$ cat config.mk
export PLATFORM = sky130hd
export DESIGN_NAME = pixel_receive_interface
export DESIGN_NICKNAME = d
export VERILOG_FILES = /design/src/rtl/pixel_receive_interface_pkg.sv /design/src/rtl/rx_fifo.sv /design/src/rtl/pixel_receive_interface.sv
export SDC_FILE = /design/constraint.sdc
export NUM_CORES = 1
export LEC_CHECK = 0
export ABC_AREA = 0
export ABC_CLOCK_PERIOD_IN_PS = 3850
export BUFFER_PORTS_ARGS = -buffer_cell sky130_fd_sc_hd__buf_2
export CORE_AREA = 5 5 134 136
export CTS_CLUSTER_DIAMETER = 40
export DETAILED_ROUTE_END_ITERATION = 10
export DIE_AREA = 0 0 139 141
export GPL_ROUTABILITY_DRIVEN = 0
export PLACE_DENSITY = 0.7
export REMOVE_ABC_BUFFERS = 1
export SKIP_CTS_REPAIR_TIMING = 1
export SKIP_LAST_GASP = 1
export SLEW_MARGIN = 20
export SYNTH_ARGS = -nofsm -noshare
export SYNTH_HDL_FRONTEND = slang
export SYNTH_SLANG_ARGS = --single-unit
$ cat constraint.sdc
create_clock -name Clock -period 3.85 [get_ports Clock]
set_input_delay 0.1925 -clock Clock [delete_from_list [all_inputs] [get_ports Clock]]
set_output_delay 0.1925 -clock Clock [all_outputs]
set_load 0.01 [all_outputs]
$ cat src/rtl/pixel_receive_interface_pkg.sv
`default_nettype none
// ============================================================================
// Module      : pixel_receive_interface_pkg
// Description : Shared defaults and write-FSM state encoding for the pixel
//               receive interface.
// Revision    : 1.0 - initial release
// ============================================================================
package pixel_receive_interface_pkg;

    // Default frame geometry and datapath widths
    localparam int C_COL_LEN_DEFAULT    = 640;
    localparam int C_ROW_LEN_DEFAULT    = 480;
    localparam int C_PIXEL_W_DEFAULT    = 12;
    localparam int C_ADDR_W_DEFAULT     = 19;
    localparam int C_FIFO_DEPTH_DEFAULT = 4;

    // Coordinate inputs are fixed at 10 bits
    localparam int C_COORD_W = 10;

    // Write FSM states
    typedef enum logic [0:0] {
        S_IDLE  = 1'b0,
        S_WRITE = 1'b1
    } wr_state_e;

endpackage : pixel_receive_interface_pkg
`default_nettype wire

$ cat src/rtl/rx_fifo.sv
`default_nettype none
// ============================================================================
// Module      : rx_fifo
// Description : Synchronous first-word-fall-through FIFO. dout always shows
//               the head entry while empty is low. The caller must not push
//               when full (unless popping in the same cycle) nor pop when
//               empty.
// Ports       : Clock, Reset (sync, active-high), push, pop, din -> dout,
//               full, empty
// Revision    : 1.0 - initial release
// ============================================================================
module rx_fifo #(
    parameter int WIDTH = 31,
    parameter int DEPTH = 4
) (
    input  logic             Clock,
    input  logic             Reset,
    input  logic             push,
    input  logic             pop,
    input  logic [WIDTH-1:0] din,
    output logic [WIDTH-1:0] dout,
    output logic             full,
    output logic             empty
);

    localparam int PTR_W = (DEPTH > 1) ? $clog2(DEPTH) : 1;

    logic [WIDTH-1:0] r_mem_q [DEPTH];
    logic [PTR_W-1:0] r_wptr_q, w_wptr_d;
    logic [PTR_W-1:0] r_rptr_q, w_rptr_d;
    logic [PTR_W:0]   r_cnt_q,  w_cnt_d;

    // DEPTH is a power of two, so pointers wrap naturally
    always_comb begin
        w_wptr_d = r_wptr_q;
        w_rptr_d = r_rptr_q;
        w_cnt_d  = r_cnt_q;
        if (push) begin
            w_wptr_d = r_wptr_q + PTR_W'(1);
        end
        if (pop) begin
            w_rptr_d = r_rptr_q + PTR_W'(1);
        end
        case ({push, pop})
            2'b10:   w_cnt_d = r_cnt_q + (PTR_W+1)'(1);
            2'b01:   w_cnt_d = r_cnt_q - (PTR_W+1)'(1);
            default: w_cnt_d = r_cnt_q;
        endcase
    end

    always_ff @(posedge Clock) begin
        if (Reset) begin
            r_wptr_q <= '0;
            r_rptr_q <= '0;
            r_cnt_q  <= '0;
        end else begin
            r_wptr_q <= w_wptr_d;
            r_rptr_q <= w_rptr_d;
            r_cnt_q  <= w_cnt_d;
        end
    end

    // Storage needs no reset: occupancy alone defines validity
    always_ff @(posedge Clock) begin
        if (push) begin
            r_mem_q[r_wptr_q] <= din;
        end
    end

    assign dout  = r_mem_q[r_rptr_q];
    assign full  = (r_cnt_q == (PTR_W+1)'(DEPTH));
    assign empty = (r_cnt_q == '0);

endmodule : rx_fifo
`default_nettype wire

$ cat src/rtl/pixel_receive_interface.sv
`default_nettype none
// ============================================================================
// Module      : pixel_receive_interface
// Description : Receiving end of the strobed pixel link. Range-checks and
//               linearises pixel coordinates (addr = row*COL_LEN + col),
//               buffers {addr, pixel} in rx_fifo and drains it to memory via
//               a mem_we/mem_ready handshake. Counts pixels per frame, pulses
//               frame_done on frame completion and flags sticky errors.
// Ports       : Clock, Reset (sync, active-high)
//               pixel, row_index, column_index, strobe  - pixel input
//               mem_addr, mem_data, mem_we, mem_ready   - memory write port
//               frame_done, overflow_err, range_err     - status
//               pixel_count, frame_checksum             - statistics
// Options     : RX_CHECKSUM_EN - when defined, frame_checksum holds the
//               modulo-2^16 sum of the last completed frame's pixels;
//               otherwise it is tied to 0.
// Revision    : 1.0 - initial release
// ============================================================================
module pixel_receive_interface
    import pixel_receive_interface_pkg::*;
#(
    parameter int COL_LEN    = C_COL_LEN_DEFAULT,
    parameter int ROW_LEN    = C_ROW_LEN_DEFAULT,
    parameter int PIXEL_W    = C_PIXEL_W_DEFAULT,
    parameter int ADDR_W     = C_ADDR_W_DEFAULT,
    parameter int FIFO_DEPTH = C_FIFO_DEPTH_DEFAULT
) (
    input  logic                 Clock,
    input  logic                 Reset,
    input  logic [PIXEL_W-1:0]   pixel,
    input  logic [C_COORD_W-1:0] row_index,
    input  logic [C_COORD_W-1:0] column_index,
    input  logic                 strobe,
    output logic [ADDR_W-1:0]    mem_addr,
    output logic [PIXEL_W-1:0]   mem_data,
    output logic                 mem_we,
    input  logic                 mem_ready,
    output logic                 frame_done,
    output logic                 overflow_err,
    output logic                 range_err,
    output logic [ADDR_W-1:0]    pixel_count,
    output logic [15:0]          frame_checksum
);

    localparam int                C_ENTRY_W   = ADDR_W + PIXEL_W;
    localparam logic [ADDR_W-1:0] C_FRAME_PIX = ADDR_W'(COL_LEN * ROW_LEN);

    // ------------------------------------------------------------------
    // Input stage
    // ------------------------------------------------------------------
    logic                 w_in_range;
    logic [ADDR_W-1:0]    w_lin_addr;
    logic                 w_push;
    logic                 w_pop;
    logic                 w_fifo_full;
    logic                 w_fifo_empty;
    logic [C_ENTRY_W-1:0] w_fifo_dout;

    assign w_in_range = (32'(row_index) < 32'(ROW_LEN)) &&
                        (32'(column_index) < 32'(COL_LEN));

    assign w_lin_addr = ADDR_W'(row_index) * ADDR_W'(COL_LEN) + ADDR_W'(column_index);

    // A full FIFO still accepts a pixel when the head leaves this cycle
    assign w_push = strobe && w_in_range && (!w_fifo_full || w_pop);

    rx_fifo #(
        .WIDTH (C_ENTRY_W),
        .DEPTH (FIFO_DEPTH)
    ) u_rx_fifo (
        .Clock (Clock),
        .Reset (Reset),
        .push  (w_push),
        .pop   (w_pop),
        .din   ({w_lin_addr, pixel}),
        .dout  (w_fifo_dout),
        .full  (w_fifo_full),
        .empty (w_fifo_empty)
    );

    // ------------------------------------------------------------------
    // Write FSM
    // ------------------------------------------------------------------
    wr_state_e            r_state_q, w_state_d;
    logic [ADDR_W-1:0]    r_addr_q,  w_addr_d;
    logic [PIXEL_W-1:0]   r_data_q,  w_data_d;
    logic                 r_we_q,    w_we_d;
    logic                 w_wr_done;

    always_comb begin
        w_state_d = r_state_q;
        w_addr_d  = r_addr_q;
        w_data_d  = r_data_q;
        w_we_d    = r_we_q;
        w_pop     = 1'b0;
        w_wr_done = 1'b0;
        case (r_state_q)
            S_IDLE: begin
                w_we_d = 1'b0;
                if (!w_fifo_empty) begin
                    w_pop     = 1'b1;
                    w_addr_d  = w_fifo_dout[C_ENTRY_W-1:PIXEL_W];
                    w_data_d  = w_fifo_dout[PIXEL_W-1:0];
                    w_we_d    = 1'b1;
                    w_state_d = S_WRITE;
                end
            end
            S_WRITE: begin
                if (r_we_q && mem_ready) begin
                    w_wr_done = 1'b1;
                    if (!w_fifo_empty) begin
                        // Back-to-back: next entry is presented immediately
                        w_pop    = 1'b1;
                        w_addr_d = w_fifo_dout[C_ENTRY_W-1:PIXEL_W];
                        w_data_d = w_fifo_dout[PIXEL_W-1:0];
                    end else begin
                        w_we_d    = 1'b0;
                        w_state_d = S_IDLE;
                    end
                end
            end
            default: begin
                w_we_d    = 1'b0;
                w_state_d = S_IDLE;
            end
        endcase
    end

    // ------------------------------------------------------------------
    // Frame counter and sticky errors
    // ------------------------------------------------------------------
    logic [ADDR_W-1:0] r_cnt_q, w_cnt_d;
    logic [ADDR_W-1:0] w_cnt_inc;
    logic              w_last;
    logic              r_frame_done_q, w_frame_done_d;
    logic              r_ovf_q, w_ovf_d;
    logic              r_rng_q, w_rng_d;

    always_comb begin
        w_cnt_inc      = r_cnt_q + ADDR_W'(1);
        w_last         = w_wr_done && (w_cnt_inc == C_FRAME_PIX);
        w_cnt_d        = r_cnt_q;
        if (w_wr_done) begin
            w_cnt_d = w_last ? '0 : w_cnt_inc;
        end
        w_frame_done_d = w_last;
        w_ovf_d        = r_ovf_q | (strobe && w_in_range && w_fifo_full && !w_pop);
        w_rng_d        = r_rng_q | (strobe && !w_in_range);
    end

    always_ff @(posedge Clock) begin
        if (Reset) begin
            r_state_q      <= S_IDLE;
            r_addr_q       <= '0;
            r_data_q       <= '0;
            r_we_q         <= 1'b0;
            r_cnt_q        <= '0;
            r_frame_done_q <= 1'b0;
            r_ovf_q        <= 1'b0;
            r_rng_q        <= 1'b0;
        end else begin
            r_state_q      <= w_state_d;
            r_addr_q       <= w_addr_d;
            r_data_q       <= w_data_d;
            r_we_q         <= w_we_d;
            r_cnt_q        <= w_cnt_d;
            r_frame_done_q <= w_frame_done_d;
            r_ovf_q        <= w_ovf_d;
            r_rng_q        <= w_rng_d;
        end
    end

    // ------------------------------------------------------------------
    // Optional frame checksum
    // ------------------------------------------------------------------
`ifdef RX_CHECKSUM_EN
    logic [15:0] r_acc_q,  w_acc_d;
    logic [15:0] r_csum_q, w_csum_d;
    logic [15:0] w_sum;

    // The pixel being written is the one held in the write register
    always_comb begin
        w_sum    = r_acc_q + 16'(r_data_q);
        w_acc_d  = r_acc_q;
        w_csum_d = r_csum_q;
        if (w_wr_done) begin
            if (w_last) begin
                w_csum_d = w_sum;
                w_acc_d  = '0;
            end else begin
                w_acc_d = w_sum;
            end
        end
    end

    always_ff @(posedge Clock) begin
        if (Reset) begin
            r_acc_q  <= '0;
            r_csum_q <= '0;
        end else begin
            r_acc_q  <= w_acc_d;
            r_csum_q <= w_csum_d;
        end
    end

    assign frame_checksum = r_csum_q;
`else
    assign frame_checksum = 16'd0;
`endif

    assign mem_addr     = r_addr_q;
    assign mem_data     = r_data_q;
    assign mem_we       = r_we_q;
    assign frame_done   = r_frame_done_q;
    assign overflow_err = r_ovf_q;
    assign range_err    = r_rng_q;
    assign pixel_count  = r_cnt_q;

endmodule : pixel_receive_interface
`default_nettype wire

==> results.txt, run 1 <==
----------------------------------------------------
[GRT]
  GRT Residual Overflow ... 0
  Gr usage total ... 16.4%
  Busiest layer in global routing ... met2
  Maximum number of pins on one net before global-route repair ... 39
  Met2 global-route usage ... between 20% and 30%
  Vias in the first global route ... roughly 5000
  First-pass GRT wire length ... around 25 mm
  Initial antenna violation count ... 0
  Met1 track demand over resource ... 19.5%
  Met3 layer usage reported by global route ... 3.60%

[STA]
  Minimum period implied by the final worst setup slack ... between 2 and 2.5 ns
  Max Freq ... between 400 and 500 MHz
  Max-slew violation total from the final report ... 0
  Post-route setup TNS ... 0 ns
  Tcrit/Tclk final ... 64.4%
  RSZ-0062 raised after global routing ... false
  Slew margin rel. ... 39.3%
  Count of final setup violators ... 0
  Final clock skew ... between 0.007 and 0.008 ns
  Pin slew with the least headroom to its limit ... around 0.91 ns
  Hold Violations, Final ... 0

[Setup path]
  Critical path startpoint category ... flip-flop
  Data arrival time of the critical path ... ~2.8 ns
  Worst path cell trace ... nand2_1 -> nand2_1 -> nand2b_1 -> inv_2 -> buf_4 -> ha_1 -> inv_1 -> fa_1 -> xor2_1 -> or3_1 -> a21oi_1
  Maximum fanout along the worst path ... 34
  Kind of critical path ... flip-flop to flip-flop
  Endpoint class of the critical path ... flip-flop
  Required time of the worst setup path ... 4.20 ns
  Library cell contributing the largest single delay on the critical path ... buf_4
  Crit path buf inv count ... 3
  Slowest Stage Delay on Critical Path ... 0.39 ns
  Cell family contributing the most delay on the critical path ... adder cells
  Critical Path Most Common Cell ... nand2_1

[Logic synthesis]
  Total number of yosys warnings ... 0
  Post-synthesis share of cell area spent on xor and xnor gates ... 3.96%
  Count of flip-flops with a built-in enable after synthesis ... 124
  Fraction of synthesized cell area taken by the top area cell type ... roughly 46%
  Combinational family with the most area after synthesis ... simple AND/OR/NAND/NOR gates
  Library cell with the largest summed area after synthesis ... edfxtp_1
  Post-synthesis mux area share ... approximately 9.1%
  Most frequent cell after synthesis ... edfxtp_1
  Synth Register Bits ... between 150 and 200
  Post-synthesis area per instance ... ~13 um2
  Distinct cell type count after synthesis ... 60
  Commonest cells in the synthesized netlist ... 124 x edfxtp_1, 86 x nand2_1, 64 x dfxtp_1
  Share of synthesized cell area in full adder, half adder and majority cells ... 4.71%
  Area contributors post-synth ... edfxtp_1 46%, dfxtp_1 16%, mux4_2 8.5%, ha_1 4.0%, nand2_1 3.9%
  Fraction of synthesis flops using an asynchronous set or reset pin ... 0%
  Cell Area, Synth ... approximately 8200 um2
  Sequential fraction of the synthesis area ... about three fifths
  Cells after synthesis ... 612
  Simple-Gate Fraction of Synth Area ... a little over a tenth
  Post-synthesis compound-gate area fraction ... under 10%
  Prevailing post-synth register cell ... edfxtp_1

[Floorplan]
  Die area ... approximately 20000 um2
  Number of standard-cell rows in the floorplan ... 48
  I/O pin cnt ... about 110
  Core footprint ... 16800 um2
  Starting density of the core ... 48.6%
  Die Ht ... 141 um
  Die boundary width ... between 100 and 150 um

[Finish]
  Diode count ... 0
  Core Util, Final ... 56.4%
  Growth of design area from synthesis to finish ... 16.1%
  Layout cells sized above 1 ... 23.7%
  Nets ... about 780

[Detailed routing]
  Wirelength, routed ... 16.0 mm
  Antenna viol nets, final ... 0
  Detailed-route wire length per cell ... about 17 um
  Final routed DRC violation total ... 0
  Drt via density ... between 5 and 6
  Total via count after detailed routing ... between 5000 and 6000
  Count of routing violations after the opening detailed-route iteration ... 240
  DRT Pass-1 Iters ... 5

[Placed design]
  Number of port buffers ... 89
  Post-detail-place hpwl ... between 10 and 15 mm

[Worst hold path]
  Worst min path class ... input pin to flip-flop

[Run]
  Max-cap violation count ... 0

[Power and ir drop]
  VDD IR-drop max ... about 350 uV
  Static leakage ... around 3.5 nW
  Power density over the cells ... 579 nW/um2

[Run status]
  Outcome ... completed

[CTS]
  Clock sink count ... between 150 and 200
  Max Buffers Root-to-Sink ... 2
  Clock tree root buffer cell ... clkbuf_16
  CTS tree ... done
  Worst-skew pair later-pin latency ... ~0.43 ns
  Number of CTS-inserted buffers ... 17
  Number of levels in the clock H-tree ... 4
  Clock-pin slew reported for the worst setup and hold paths after clock tree synthesis ... 0.06 ns

----------------------------------------------------
-- cell families (layout without fill, tap and decap cells) --
group / Yosys count / after routing
simple gates: 183 / 183
flops: 188 / 188
buf+inv: 60 / 159
compound gates: 80 / 80
xor+xnor: 37 / 37
mux: 34 / 34
fa+ha+maj: 29 / 29
other cells: 1 / 16
-- sequential cells by signal, indices dropped and copies added (netlist names), named ones only --
name                count
mem_addr               19
overflow_err            1
mem_data               12
range_err               1
frame_done              1
pixel_count            19
u_rx_fifo.r_wptr_q      2
r_state_q               1
u_rx_fifo.r_rptr_q      2
u_rx_fifo.r_mem_q     124
mem_we                  1
u_rx_fifo.r_cnt_q       3
-- path summary, 6_finish.rpt --
kind	startpoint	endpoint	slack [ns]	cells after the start
worst min register to register	mem_data[5]	mem_data[5]	0.45	2
worst max register to register	mem_we	u_rx_fifo.r_cnt_q[2]	1.37	11
worst max-delay path	mem_we	u_rx_fifo.r_cnt_q[2]	1.37	11
worst min-delay path	strobe	range_err	0.02	3
-- worst min-delay path, delay by kind of cell --
family,cells,cell delay (ns)
buffers and inverters,1,0.09
AOI/OAI and AO/OA,1,0.05
and+or+nand+nor,1,0.07
-- metal layers --
metal	vias up	routed length [um]	share of wire, %
li1	2401	-	-
met1	2448	6520	41
met2	147	8460	53
met3	20	765	4.8
met4	0	293	1.8
met5	-	0	0
-- stage by stage --
| stage | std cells | setup slack (ns) | area, um2 | hold slack [ns] | power (mW) |
|---|---|---|---|---|---|
| 4_1_cts | 932 | 1.35 | 9300 | -0.0365 | 5.55 |
| 5_1_grt | 951 | 1.13 | 9490 | 0.0408 | 5.79 |
| 6_report | 951 | 1.37 | 9490 | 0.0182 | 5.50 |
| 2_1_floorplan | 581 | 1.06 | 7930 | 0.262 | 3.33 |
| 3_3_place_gp | 900 | 1.04 | 8700 | 0.403 | 3.75 |
| 3_5_place_dp | 900 | 0.960 | 8700 | 0.412 | 3.81 |
-- where the power goes --
| group | internal, mW | switching (mW) | leakage (nW) |
|---|---|---|---|
| registers | 2.38 | 0.159 | 1.64 |
| clock network | 0.995 | 0.739 | 0.292 |
| logic | 0.511 | 0.707 | 1.55 |
-- final cells by class --
type / instances / area [um2]
clock inverters: 9 / 101
clock buffers: 23 / 498
multi-input cells: 379 / 2880
well taps: 225 / 282
inverters: 14 / 52.6
flip-flops and latches: 188 / 5010
fillers: 1362 / 7330
repair buffers: 113 / 673
-- cell usage in the layout (no fill, tap or decap), types with 4 or more instances in the layout --
cell type,count
edfxtp_1,124
clkbuf_8,5
clkbuf_16,17
buf_2,89
o21ai_1,5
nand2_1,86
a21oi_1,47
dfxtp_1,63
nor2_1,38
buf_4,5
nand4_1,7
xnor2_1,18
mux4_2,31
nor3_1,4
o21ai_0,8
and2_2,4
ha_1,26
conb_1,16
inv_1,13
xor2_1,19
nand3_1,13
dlygate4sd3_1,19
No activity file was read; power rests on OpenSTA's default activity.
==> inputs of run 2 (changes only) <==
--- a/config.mk
+++ b/config.mk
@@ -6,14 +6,14 @@
 export NUM_CORES = 1
 export LEC_CHECK = 0
 export ABC_AREA = 0
-export ABC_CLOCK_PERIOD_IN_PS = 3850
+export ABC_CLOCK_PERIOD_IN_PS = 2200
 export BUFFER_PORTS_ARGS = -buffer_cell sky130_fd_sc_hd__buf_2
 export CORE_AREA = 5 5 134 136
 export CTS_CLUSTER_DIAMETER = 40
 export DETAILED_ROUTE_END_ITERATION = 10
 export DIE_AREA = 0 0 139 141
 export GPL_ROUTABILITY_DRIVEN = 0
-export PLACE_DENSITY = 0.7
+export PLACE_DENSITY = 0.73
 export REMOVE_ABC_BUFFERS = 1
 export SKIP_CTS_REPAIR_TIMING = 1
 export SKIP_LAST_GASP = 1
==> constraint.sdc (replaced) <==
create_clock -name Clock -period 2.2 [get_ports Clock]
set_input_delay 0.11 -clock Clock [delete_from_list [all_inputs] [get_ports Clock]]
set_output_delay 0.11 -clock Clock [all_outputs]
set_load 0.01 [all_outputs]
==> results.txt, run 2 (synthesis results as in run 1) <==
----------------------------------------------------
[STA]
  RSZ-0062 raised after global routing ... true
  Count of final setup violators ... 0
  PnR worst setup slack ... a little under 0.07 ns
  Max-slew violation total from the final report ... 0
  Max Freq ... approximately 470 MHz
  Minimum period implied by the final worst setup slack ... ~2.1 ns
  Hold slack final ... about 0.017 ns
  Final clock skew ... 0.00917 ns
  Slew margin rel. ... 62.3%
  Tcrit/Tclk final ... a little over nine tenths
  Pin slew with the least headroom to its limit ... roughly 0.56 ns
  Hold Violations, Final ... 0

[Detailed routing]
  Wirelength, routed ... roughly 17 mm
  Count of routing violations after the opening detailed-route iteration ... roughly 280
  Detailed-route wire length per cell ... about 17 um
  Antenna viol nets, final ... 0
  Total via count after detailed routing ... between 5000 and 6000
  Final routed DRC violation total ... 0
  DRT Pass-1 Iters ... 5
  Drt via density ... around 5.2

[Finish]
  Commonest cells after routing, fill and taps aside ... 124 x edfxtp_1, 89 x buf_2, 85 x nand2_1, 57 x dfxtp_1, 51 x buf_4
  Most frequent standard cell in the layout excluding fill and tap cells ... edfxtp_1
  Growth of design area from synthesis to finish ... 24.8%
  Combined area of the multi-input logic cells ... about 3000 um2
  Register with the most flip-flops ... u_rx_fifo.r_mem_q
  Layout cells sized above 1 ... about a third
  Nets ... around 830
  Number of fillers in the final layout ... between 1000 and 1500
  Flip-flop and latch area ... around 5000 um2
  Flip-flop count of the largest register, all copies and words added ... roughly 120
  Diode count ... 0

[Run status]
  Outcome ... completed

[Floorplan]
  Die area ... ~20000 um2
  Starting density of the core ... roughly 49%
  Core footprint ... about 17000 um2
  I/O pin cnt ... ~110
  Die boundary width ... ~140 um
  Die Ht ... roughly 140 um
  Number of standard-cell rows in the floorplan ... 48

[Power and ir drop]
  Clock network fraction of design power ... between 30% and 40%
  Proportion of total power due to net switching ... between 20% and 30%
  Combinational share of power ... about a quarter
  Seq pwr share ... around 44%
  Overall power ... approximately 10 mW
  Net Sw Power ... 2.84 mW
  Static leakage ... 3.83 nW
  Power density over the cells ... just under 1000 nW/um2
  VDD IR-drop max ... 466 uV
  Internal ... 7.11 mW

[GRT]
  First-pass GRT wire length ... ~26 mm
  Initial antenna violation count ... 0
  Vias in the first global route ... roughly 5200
  Maximum number of pins on one net before global-route repair ... 34
  Gr usage total ... approximately 17%
  GRT Residual Overflow ... 0

[Setup path]
  Data arrival time of the critical path ... around 2.4 ns
  Required time of the worst setup path ... approximately 2.5 ns
  Maximum fanout along the worst path ... 7
  Endpoint class of the critical path ... flip-flop
  Kind of critical path ... flip-flop to flip-flop
  Critical path startpoint category ... flip-flop

[CTS]
  Number of CTS-inserted buffers ... 17
  Worst-skew pair later-pin latency ... 0.42 ns
  Number of levels in the clock H-tree ... 4
  Clock-pin slew reported for the worst setup and hold paths after clock tree synthesis ... 0.07 ns
  Clock tree root buffer cell ... clkbuf_16
  Max Buffers Root-to-Sink ... 2
  CTS tree ... done
  Clock sink count ... 188

[Worst hold path]
  Worst min path class ... input pin to flip-flop

[Placed design]
  Post-detail-place hpwl ... 11.1 mm
  Worst slack at placement ... -0.531 ns
  Number of port buffers ... around 90

[Run]
  Max-cap violation count ... 0

----------------------------------------------------
==> run 2: metrics by stage <==
step                cell area, um2  std cells  setup TNS (ns)  util (%)
detailed placement            9170        948           -9.28      54.5
floorplan                     7930        581          -17.58         -
CTS                           9790        980           -1.04      58.2
global route                 10200       1007         -0.0517      60.7
finish                       10200       1007               0      60.7
global placement              9170        948           -7.73      54.5
==> run 2: final timing paths <==
path / end / slack [ns] / startpoint / depth (start not counted)
max: pixel_count[18] / 0.07 / pixel_count[1] / 8
min reg2reg: mem_data[5] / 0.45 / mem_data[5] / 2
min: pixel_count[14] / 0.02 / Reset / 2
max reg2reg: pixel_count[18] / 0.07 / pixel_count[1] / 8
==> run 2: metal layers <==
layer  track usage [%]  wire length (um)  vias to the layer above  part of all wire [%]
met4              5.61               312                        0                   1.9
met5                 0                 0                        -                     0
met2              29.1              8720                      154                    52
li1                  -                 -                     2502                     -
met3              3.77               815                       28                   4.8
met1              21.5              6960                     2602                    41
==> run 2: final cells by class <==
type | instances | share of cell area, %
Clock buffer | 21 | 4.51
Timing Repair Buffer | 169 | 11.8
Sequential cell | 188 | 49.2
Inverter | 14 | 0.515
Clock inverter | 11 | 1.53
Tap cell | 225 | 2.76
Multi-Input combinational cell | 379 | 29.7
==> run 2: power by group through the flow <==
| stage | sequential [mW] | combinational, mW | clock (mW) |
|---|---|---|---|
| 2_1_floorplan | 4.63 | 1.19 | 0 |
| 3_3_place_gp | 4.41 | 2.28 | 0 |
| 3_5_place_dp | 4.44 | 2.35 | 0 |
| 4_1_cts | 4.36 | 2.36 | 3.18 |
| 5_1_grt | 4.40 | 2.71 | 3.34 |
| 6_report | 4.37 | 2.45 | 3.14 |
==> run 2: worst max-delay path: stages, from the launching register on <==
cell and delay, ns:
dfxtp_2 0.34, buf_4 0.16, a211o_1 0.31, a21oi_2 0.16
o2111ai_2 0.17, a2111oi_4 0.43, nand4b_4 0.22, o21ai_1 0.15
a21oi_1 0.08
==> inputs of run 3 (changes only) <==
--- a/config.mk
+++ b/config.mk
@@ -6,7 +6,7 @@
 export NUM_CORES = 1
 export LEC_CHECK = 0
 export ABC_AREA = 0
-export ABC_CLOCK_PERIOD_IN_PS = 2200
+export ABC_CLOCK_PERIOD_IN_PS = 1900
 export BUFFER_PORTS_ARGS = -buffer_cell sky130_fd_sc_hd__buf_2
 export CORE_AREA = 5 5 134 136
 export CTS_CLUSTER_DIAMETER = 40
==> constraint.sdc (replaced) <==
create_clock -name Clock -period 1.9 [get_ports Clock]
set_input_delay 0.095 -clock Clock [delete_from_list [all_inputs] [get_ports Clock]]
set_output_delay 0.095 -clock Clock [all_outputs]
set_load 0.01 [all_outputs]
==> results.txt, run 3 (synthesis results as in run 1) <==
----------------------------------------------------
[GRT]
  Initial antenna violation count ... 0
  Maximum number of pins on one net before global-route repair ... 34
  Vias in the first global route ... approximately 5300
  GRT Residual Overflow ... 0
  First-pass GRT wire length ... 26.4 mm
  Gr usage total ... roughly 17%

[STA]
  Tcrit/Tclk final ... 112%
  Minimum period implied by the final worst setup slack ... 2.13 ns
  Max Freq ... 469 MHz
  Pin slew with the least headroom to its limit ... about 0.5 ns
  Count of final setup violators ... 21
  RSZ-0062 raised after global routing ... true
  Hold Violations, Final ... 0
  Final clock skew ... 0.0112 ns
  Max-slew violation total from the final report ... 0
  Hold slack final ... roughly 0.057 ns
  Slew margin rel. ... between 60% and 70%
  PnR worst setup slack ... -0.234 ns

[Setup path]
  Required time of the worst setup path ... 2.20 ns
  Crit path buf inv count ... 1
  Kind of critical path ... flip-flop to flip-flop
  Library cell contributing the largest single delay on the critical path ... a2111oi_4
  Maximum fanout along the worst path ... 7
  Slowest Stage Delay on Critical Path ... between 0.4 and 0.5 ns
  Critical path startpoint category ... flip-flop
  Cell family contributing the most delay on the critical path ... compound AO/OA/AOI/OAI gates
  Worst path cell trace ... buf_4 -> a211o_1 -> a21oi_2 -> o2111ai_2 -> a2111oi_4 -> nand4b_4 -> a22oi_2 -> nor2_1
  Data arrival time of the critical path ... 2.44 ns
  Endpoint class of the critical path ... flip-flop

[Power and ir drop]
  Clock network fraction of design power ... 28.4%
  Static leakage ... 3.92 nW
  Internal ... roughly 7.9 mW
  VDD IR-drop max ... around 630 uV
  Seq pwr share ... between 40% and 50%
  Proportion of total power due to net switching ... 29.9%
  Net Sw Power ... between 3 and 4 mW
  Combinational share of power ... about a quarter
  Power density over the cells ... approximately 1100 nW/um2

[Finish]
  Register with the most flip-flops ... u_rx_fifo.r_mem_q
  Flip-flop count of the largest register, all copies and words added ... approximately 120
  Final cell count without fillers ... 1029
  Nets ... ~860
  Commonest cells after routing, fill and taps aside ... 124 x edfxtp_1, 87 x buf_2, 84 x nand2_1, 69 x buf_4, 57 x dfxtp_1
  Growth of design area from synthesis to finish ... 27.7%
  Most frequent standard cell in the layout excluding fill and tap cells ... edfxtp_1
  Core Util, Final ... 62.1%
  Diode count ... 0
  Layout cells sized above 1 ... 36.1%

[Run]
  Max-cap violation count ... 0

[Detailed routing]
  Drt via density ... between 5 and 6
  Total via count after detailed routing ... roughly 5400
  Uppermost signal routing layer after detailed routing ... met4
  Final routed DRC violation total ... 0
  Count of routing violations after the opening detailed-route iteration ... around 360
  Detailed-route wire length per cell ... roughly 17 um
  Wirelength, routed ... ~17 mm
  DRT met1 WL ... slightly below 7 mm
  Amount of wire on met3 after detailed routing ... approximately 820 um
  DRT Pass-1 Iters ... 5
  Antenna viol nets, final ... 0
  Detail Route met2 WL ... around 9 mm

[Worst hold path]
  Worst min path class ... input pin to flip-flop

[Placed design]
  Number of port buffers ... roughly 90
  Post-detail-place hpwl ... between 10 and 15 mm
  Placed insts ... between 900 and 1000

[Floorplan]
  Number of standard-cell rows in the floorplan ... 48
  Die boundary width ... around 140 um
  I/O pin cnt ... 106
  Die area ... roughly 20000 um2
  Die Ht ... between 100 and 150 um
  Core footprint ... around 17000 um2
  Starting density of the core ... around 49%

[CTS]
  Clock tree root buffer cell ... clkbuf_16
  CTS tree ... done
  Number of levels in the clock H-tree ... 4
  Clock-pin slew reported for the worst setup and hold paths after clock tree synthesis ... 0.06 ns
  Clock sink count ... 188
  Worst-skew pair later-pin latency ... 0.44 ns
  Number of CTS-inserted buffers ... 17
  Max Buffers Root-to-Sink ... 2

[Run status]
  Outcome ... complete, but fails checks
  Violated checks ... negative setup slack

----------------------------------------------------
-- run 3: power groups by stage --
stage                     combinational [mW]  sequential (mW)  clock (mW)
after floorplan                         1.38             5.36           0
after global placement                  2.72             5.11           0
after detailed placement                2.80             5.14           0
after CTS                               2.81             5.05        3.26
after global routing                    3.33             5.10        3.45
final                                   3.01             5.05        3.20
-- run 3: per-stage QoR --
step	TNS (ns)	power, mW	setup slack (ns)	area, um2
floorplan	-71.37	6.74	-0.891	7930
global placement	-15.75	7.83	-0.758	9390
detailed placement	-18.76	7.93	-0.877	9390
CTS	-8.00	11.1	-0.438	9910
global route	-4.71	11.9	-0.315	10400
finish	-2.89	11.3	-0.234	10400
-- run 3: layout make-up --
cell class	instances	area [um2]
Clock inverter	11	87.6
Sequential cell	188	5020
Tap cell	225	282
Inverter	14	52.6
Multi-Input combinational cell	379	3140
Fill cell	1272	6370
Timing Repair Buffer	191	1420
Clock buffer	21	440
-- run 3: per-layer routing --
| layer | vias to the layer above | GRT usage [%] |
|---|---|---|
| met4 | 0 | 7.21 |
| met5 | - | 0 |
| met3 | 35 | 4.04 |
| met2 | 157 | 30.0 |
| li1 | 2553 | - |
| met1 | 2632 | 20.3 |
-- run 3: tightest hold or removal path, delay by kind of cell --
family / cells / cell delay, ns
AND/OR/NAND/NOR: 2 / 0.18
buffers and inverters: 1 / 0.12
AO/OA/AOI/OAI: 1 / 0.06
-- run 3: worst paths after layout --
check,start,to,slack (ns),cells after the start
min reg2reg,mem_addr[5],mem_addr[5],0.45,2
min,row_index[9],range_err,0.06,4
max,pixel_count[1],pixel_count[13],-0.23,8
max reg2reg,pixel_count[1],pixel_count[13],-0.23,8
